[config.mk]
export PLATFORM = sky130hd
export DESIGN_NAME = noc_link_monitor
export DESIGN_NICKNAME = d
export VERILOG_FILES = /design/src/rtl/noc_link_monitor.sv
export SDC_FILE = /design/constraint.sdc
export NUM_CORES = 1
export LEC_CHECK = 0
export CAP_MARGIN = 0
export CORE_AREA = 4 4 275 277
export DETAILED_ROUTE_END_ITERATION = 10
export DIE_AREA = 0 0 279 281
export PLACE_DENSITY_LB_ADDON = 0.05
export SLEW_MARGIN = 5
export SYNTH_ARGS = -nofsm -noshare
export SYNTH_HDL_FRONTEND = slang
export SYNTH_SLANG_ARGS = --single-unit
[constraint.sdc]
create_clock -name clk_noc -period 2.9 [get_ports clk_noc]
set_input_delay 0.58 -clock clk_noc [delete_from_list [all_inputs] [get_ports clk_noc]]
set_output_delay 0.58 -clock clk_noc [all_outputs]
set_load 0.02 [all_outputs]
[src/rtl/noc_link_monitor.sv]
// Credit-based multi-lane NoC link stage: pipelines flits forward and credits backward,
// and monitors credit accounting, packet framing and traffic statistics per lane.
module noc_link_monitor #(
  parameter int NUM_LINKS    = 4,
  parameter int FLIT_WIDTH   = 64,
  parameter int DEST_WIDTH   = 4,
  parameter int NUM_PIPELINE = 1,
  parameter int CREDIT_DEPTH = 2,
  parameter int STAT_WIDTH   = 16
) (
  input  logic                  clk_noc,
  input  logic                  rst_n,
  input  logic [FLIT_WIDTH-1:0] data_in     [0:NUM_LINKS-1],
  input  logic [DEST_WIDTH-1:0] dest_in     [0:NUM_LINKS-1],
  input  logic [0:NUM_LINKS-1]  is_tail_in,
  input  logic [0:NUM_LINKS-1]  send_in,
  output logic [0:NUM_LINKS-1]  credit_out,
  output logic [FLIT_WIDTH-1:0] data_out    [0:NUM_LINKS-1],
  output logic [DEST_WIDTH-1:0] dest_out    [0:NUM_LINKS-1],
  output logic [0:NUM_LINKS-1]  is_tail_out,
  output logic [0:NUM_LINKS-1]  send_out,
  input  logic [0:NUM_LINKS-1]  credit_in,
  input  logic                  stat_clear,
  output logic [STAT_WIDTH-1:0] flit_count  [0:NUM_LINKS-1],
  output logic [STAT_WIDTH-1:0] pkt_count   [0:NUM_LINKS-1],
  output logic [0:NUM_LINKS-1]  err_no_credit,
  output logic [0:NUM_LINKS-1]  err_credit_overflow,
  output logic [0:NUM_LINKS-1]  err_dest_change
);

  localparam int FWD_W = FLIT_WIDTH + DEST_WIDTH + 2;
  localparam int CNT_W = $clog2(CREDIT_DEPTH + 1);
  localparam logic [CNT_W-1:0]      OUTST_FULL = CNT_W'(CREDIT_DEPTH);
  localparam logic [CNT_W-1:0]      OUTST_ONE  = CNT_W'(1);
  localparam logic [STAT_WIDTH-1:0] STAT_MAX   = '1;
  localparam logic [STAT_WIDTH-1:0] STAT_ONE   = STAT_WIDTH'(1);

  // state     | meaning
  // ST_IDLE   | between packets; next flit is a head
  // ST_IN_PKT | head seen, waiting for tail; dest must match r_head_dest
  localparam logic ST_IDLE   = 1'b0;
  localparam logic ST_IN_PKT = 1'b1;

  for (genvar g = 0; g < NUM_LINKS; g++) begin : g_lane
    logic [FWD_W-1:0] w_fwd_in;
    logic [FWD_W-1:0] w_fwd_out;
    logic             w_crd_out;

    assign w_fwd_in = {data_in[g], dest_in[g], is_tail_in[g], send_in[g]};

    if (NUM_PIPELINE == 0) begin : g_comb
      assign w_fwd_out = w_fwd_in;
      assign w_crd_out = credit_in[g];
    end else begin : g_pipe
      logic [FWD_W-1:0] r_fwd [0:NUM_PIPELINE-1];
      logic             r_crd [0:NUM_PIPELINE-1];

      always_ff @(posedge clk_noc or negedge rst_n) begin
        if (!rst_n) begin
          for (int i = 0; i < NUM_PIPELINE; i++) begin
            r_fwd[i] <= '0;
            r_crd[i] <= 1'b0;
          end
        end else begin
          r_fwd[0] <= w_fwd_in;
          r_crd[0] <= credit_in[g];
          for (int i = 1; i < NUM_PIPELINE; i++) begin
            r_fwd[i] <= r_fwd[i-1];
            r_crd[i] <= r_crd[i-1];
          end
        end
      end

      assign w_fwd_out = r_fwd[NUM_PIPELINE-1];
      assign w_crd_out = r_crd[NUM_PIPELINE-1];
    end

    assign {data_out[g], dest_out[g], is_tail_out[g], send_out[g]} = w_fwd_out;
    assign credit_out[g] = w_crd_out;

    logic [CNT_W-1:0]      r_outst;
    logic                  r_state;
    logic [DEST_WIDTH-1:0] r_head_dest;
    logic [STAT_WIDTH-1:0] r_flit_cnt;
    logic [STAT_WIDTH-1:0] r_pkt_cnt;
    logic                  r_err_nc;
    logic                  r_err_ov;
    logic                  r_err_dc;
    logic                  w_send;
    logic                  w_tail;
    logic                  w_no_credit;
    logic                  w_overflow;
    logic                  w_dest_chg;

    // Outstanding count watches the credit as seen by upstream, i.e. after the return pipeline.
    assign w_send      = send_in[g];
    assign w_tail      = is_tail_in[g];
    assign w_no_credit = w_send & ~w_crd_out & (r_outst == OUTST_FULL);
    assign w_overflow  = ~w_send & w_crd_out & (r_outst == '0);
    assign w_dest_chg  = w_send & (r_state == ST_IN_PKT) & (dest_in[g] != r_head_dest);

    always_ff @(posedge clk_noc or negedge rst_n) begin
      if (!rst_n) begin
        r_outst     <= '0;
        r_state     <= ST_IDLE;
        r_head_dest <= '0;
        r_flit_cnt  <= '0;
        r_pkt_cnt   <= '0;
        r_err_nc    <= 1'b0;
        r_err_ov    <= 1'b0;
        r_err_dc    <= 1'b0;
      end else begin
        if (w_send && !w_crd_out && !w_no_credit) begin
          r_outst <= r_outst + OUTST_ONE;
        end else if (!w_send && w_crd_out && !w_overflow) begin
          r_outst <= r_outst - OUTST_ONE;
        end

        if (w_send) begin
          if (r_state == ST_IDLE) begin
            if (!w_tail) begin
              r_head_dest <= dest_in[g];
              r_state     <= ST_IN_PKT;
            end
          end else if (w_tail) begin
            r_state <= ST_IDLE;
          end
        end

        if (stat_clear) begin
          r_flit_cnt <= '0;
          r_pkt_cnt  <= '0;
          r_err_nc   <= 1'b0;
          r_err_ov   <= 1'b0;
          r_err_dc   <= 1'b0;
        end else begin
          if (w_send && (r_flit_cnt != STAT_MAX)) r_flit_cnt <= r_flit_cnt + STAT_ONE;
          if (w_send && w_tail && (r_pkt_cnt != STAT_MAX)) r_pkt_cnt <= r_pkt_cnt + STAT_ONE;
          if (w_no_credit) r_err_nc <= 1'b1;
          if (w_overflow)  r_err_ov <= 1'b1;
          if (w_dest_chg)  r_err_dc <= 1'b1;
        end
      end
    end

    assign flit_count[g]          = r_flit_cnt;
    assign pkt_count[g]           = r_pkt_cnt;
    assign err_no_credit[g]       = r_err_nc;
    assign err_credit_overflow[g] = r_err_ov;
    assign err_dest_change[g]     = r_err_dc;
  end

endmodule

After elaboration in Yosys (flattened, before gate mapping)
Cells that the tools add are included.
{"block": "word_totals", "reg_bits": 452}
{"block": "op_classes", "n_bitwise": 40, "muxes": 52, "eq_ne": 16, "addsub": 16, "reduce_logical": 76}
{"operator": "$mux 16", "n": 16}
{"operator": "$add 16x1->16 const B", "n": 8}
{"operator": "$ne 16x16->1 const B", "n": 8}
{"operator": "$reduce_bool 2->1", "n": 24}
{"operator": "$logic_and 1x1->1", "n": 28}
{"operator": "$mux 1", "n": 28}
{"operator": "$and 1x1->1", "n": 24}
{"operator": "$logic_not 1->1", "n": 16}
{"operator": "$mux 2", "n": 8}
{"operator": "$ne 4x4->1", "n": 4}
{"operator": "$not 1->1", "n": 16}
{"operator": "$reduce_and 3->1", "n": 4}
{"operator": "$add 2x1->2 const B", "n": 4}
{"operator": "$eq 2x2->1 const B", "n": 4}
{"operator": "$logic_not 2->1", "n": 4}
{"operator": "$sub 2x1->2 const B", "n": 4}

Depth between registers and ports, before layout
Gate-level depths: netlist of run 1.
{"block": "logic_depth", "depth_word": 7, "depth_mapped": 7, "ltp_nobuf": 5}

Least setup slack after synthesis of run 1
Ideal clock, no wire load.
{"block": "synth_timing", "path_type": "reg2reg", "from": "register g_lane[0].r_pkt_cnt[0]", "to": "register g_lane[0].r_pkt_cnt[1]", "path_stages_with_launch": 8, "t_required_ns": 2.768, "setup_time_ns": 0.132, "t_arrival_ns": 1.972, "path_slack_ns": 0.797, "path_cell_list": "dfrtp_1 -> ha_1 -> nand4_1 -> o41ai_2 -> buf_2 -> buf_4 -> mux2i_1 -> nor2_1"}
{"block": "synth_between", "elab_chain_len": 3, "word_cells_on_any_way": 6}
{"element": "start, declared", "line": "85", "source": "logic [STAT_WIDTH-1:0] r_pkt_cnt;"}
{"element": "start signal, assigned", "line": "138", "source": "if (w_send && w_tail && (r_pkt_cnt != STAT_MAX)) r_pkt_cnt <= r_pkt_cnt + STAT_ONE;"}
{"element": "$add 16x1->16 / $ne 16x16->1 (equally long branches)", "line": "138"}
{"element": "$mux 16 / $logic_and 1x1->1 (equally long branches)", "line": "138"}
{"element": "$mux 16 / $reduce_bool 2->1 (equally long branches)"}
Several ways; a longest one is shown, not always the timed one. The select of a mux whose other input is x is not followed.
A chain may end at the register's enable or synchronous reset.

Final worst setup path of run 1
{"block": "layout_timing", "from": "register g_lane[2].r_pkt_cnt[15]", "to": "output port pkt_count[31] (netlist name)"}
{"element": "start, declared", "line": "85"}
{"element": "start signal, assigned", "line": "138"}
{"element": "end, declared", "line": "25", "source": "output logic [STAT_WIDTH-1:0] pkt_count [0:NUM_LINKS-1],"}
No word-level cell between the ends.

==> metrics, run 1 <==
status finished clean; mapped cell area 16400 µm²; Power Dens Cells 593 nW/µm²; Bufs on Longest Clock Path 3; WP data required 2.32 ns; number of synthesized flops with an enable pin 0; ys flop type dfrtp_1; nets@finish 2312; Startpoint Class flip-flop; worst skew pair latency 0.60 ns; Yosys reg bits 452; max cap viols 0; HP Class in2reg; PortBufs 710; endpoints failing setup 0; Root Buffer clkbuf_16; Max-slew headroom 0.381; critical path class reg2out; DIE WIDTH 279 µm; CP arrival 1.96 ns; Post-Route Skew 0.0273 ns; Buf/Inv on CP 1; Via density 4.34; CP max stage cell clkdlybuf4s50_1; RSZ-0062 raised after global routing no; TritonRoute pass-1 iters 5; Die Ht 281 µm; hold depth 2; async set-reset flop share out of synthesis 1.00; slowest cell delay on critical path 0.71 ns; pre-CTS WS 0.176 ns; via count of the routed design 13100; Fmax 0.394 GHz; antenna violations before repair 14; Peak VDD IR 0.000464 V; total power 15.8 mW; post-placement cell count 2916; Avg Cell Area, Syn 12.9 µm²; synth warn 0; ranking of synthesized cells by area dfrtp_1 (69%), mux2_2 (3.4%), a21oi_1 (2.7%); die area 78400 µm²; Slew Viols, Final 0; Area Overhead vs Synth 62.8%; Reg-to-Reg Start g_lane[0].r_pkt_cnt[0]; largest net degree at the start of global routing 104; post-synthesis sequential area ratio 0.691; Total Wirelength 68700 µm; ratio of cells with drive above 1 in the final layout 0.0951; clock-pin slew on the worst setup and hold paths 0.05 ns; PnR worst setup slack 0.361 ns; crit path max fanout 15; CTS tree done; post-DR wirelength/cell 22.7 µm; Final HPWL DP 53900 µm; GRT Util Overall 0.170; clock sink count 452; starting density of the core 0.225; synth unique cells 56; CP endpoint kind output pin; vias in the first global route 13900; RR Endpoint g_lane[0].r_pkt_cnt[1]; Worst-Margin Slew 0.919 ns; fin crit period 2.54 ns; CTS buffer count 57; first-pass GRT wire length 98300 µm; row cnt 99; R2R depth 6; WHS Endpoint g_lane[2].r_err_nc; post-route ant nets 0; Initial DRC Count 618; DRC viols 0; post-synth top area share 0.691; crit-path cells clkdlybuf4s50_1; H-Tree Depth 2; fin crit share 0.875; hold path startpoint stat_clear; setup_tns 0 ns; Synthesized Nets 1565; cell family with most CP delay buffers and inverters; Remaining Overflow, GRT 0; FF-to-FF setup slack 0.58 ns; core box area 72800 µm²; post-synth top area cell dfrtp_1; Final Non-Filler Cells 3024; Syn Inst Count 1270; Setup Buffers After CTS 0; final hold violations 0; I/O pins 711; cell leakage power 10.7 nW; GPL Wtd Cong 0.789
state kept, by name, summed over array words and instances, names as in the netlist:
register and cells:
g_lane.r_flit_cnt 64, g_lane.r_state 4, g_lane.g_pipe.r_fwd 280, g_lane.r_err_ov 4
g_lane.g_pipe.r_crd 4, g_lane.r_outst 8, g_lane.r_pkt_cnt 64, g_lane.r_head_dest 16
g_lane.r_err_dc 4, g_lane.r_err_nc 4
area by class of cell:
class,instances,area [µm²]
inverters,28,105
well taps,959,1200
flip-flops and latches,452,11300
multi-input cells,736,4710
diodes,4,10.0
clock inverters,21,221
clock buffers,82,1670
fillers,7116,46200
repair buffers,742,7440
timing repair:
item	4_1_cts	5_1_grt
endpoints found under the hold margin	34	0
hold buffers	1	0
resized for setup	0	0
power breakdown:
part / total, mW / switching, mW / internal, mW
sequential: 6.84 / 0.195 / 6.64
combinational: 1.88 / 0.918 / 0.958
clock: 7.09 / 2.84 / 4.25
total: 15.8 / 3.95 / 11.9
routing by layer:
layer,share of wire,track usage,vias up
met5,0.0022,0.00427,-
met4,0.044,0.0725,20
met3,0.092,0.0712,144
met2,0.50,0.295,457
met1,0.36,0.183,6424
li1,-,-,6083
kinds of logic (layout without fill, tap and decap cells):
| family | Yosys count | count (layout) | synth area share |
|---|---|---|---|
| xor+xnor | 17 | 17 | 0.00909 |
| buf+inv | 82 | 873 | 0.0230 |
| other cells | 0 | 4 | 0 |
| flops | 452 | 452 | 0.691 |
| simple gates | 432 | 432 | 0.149 |
| fa+ha+maj | 8 | 8 | 0.00611 |
| compound gates | 222 | 222 | 0.0838 |
| mux | 57 | 57 | 0.0386 |
placed cells by master, fill, tap and decap left out, drive strengths merged, types with 4 or more instances in the layout:
cell	instances
a21oi	90
or4	35
or3	34
nand2	56
nor3	17
nor3b	5
o31ai	36
diode	4
o41ai	10
nand4	41
inv	29
nor2	86
a211oi	9
mux2	49
ha	8
clkdlybuf4s50	708
o21a	4
and3	12
buf	33
dfrtp	452
and2	7
o21ai	40
or2	9
nor2b	38
clkinv	15
nor4	20
clkbuf	82
mux2i	8
o311ai	6
nand3	48
nand2b	6
a31oi	11
xnor2	16
and4	11
synthesized netlist by cell type (all sizes together) (7+ instances only):
cell type  number
nand3          48
or2             9
a211oi          9
nor3           17
buf            27
nand2          56
mux2           49
xnor2          16
a21oi          90
nor2           86
and2            7
dfrtp         452
nor4           20
and3           12
and4           11
or4            35
nand4          41
inv            27
ha              8
nor2b          38
mux2i           8
or3            34
clkbuf         27
o41ai          10
o21ai          40
a31oi          11
o31ai          36
how the worst max path moves through the flow:
stage,to,depth (start not counted),startpoint
floorplan,g_lane[0].r_pkt_cnt[1],7,g_lane[0].r_pkt_cnt[0]
global route,pkt_count[31],1,g_lane[2].r_pkt_cnt[15]
global placement,g_lane[0].r_flit_cnt[15],5,send_in[0]
finish,pkt_count[31],1,g_lane[2].r_pkt_cnt[15]
detailed placement,g_lane[0].r_flit_cnt[15],5,send_in[0]
CTS,pkt_count[31],1,g_lane[2].r_pkt_cnt[15]
metrics by stage:
step	area, µm²	util	hold WS, ns
6_report	26700	0.366	0.342
5_1_grt	26700	0.366	0.340
4_1_cts	26700	0.366	0.294
3_5_place_dp	24800	0.340	0.492
3_3_place_gp	24800	0.340	0.489
2_1_floorplan	16400	-	0.284
Power figures use the tool's default switching activity.
==> run 2: changes to the inputs <==
HOLD_SLACK_MARGIN = 0.05   (was default)
==> results of run 2 <==
Final layout, timing and power as in run 1 (identical DEF).
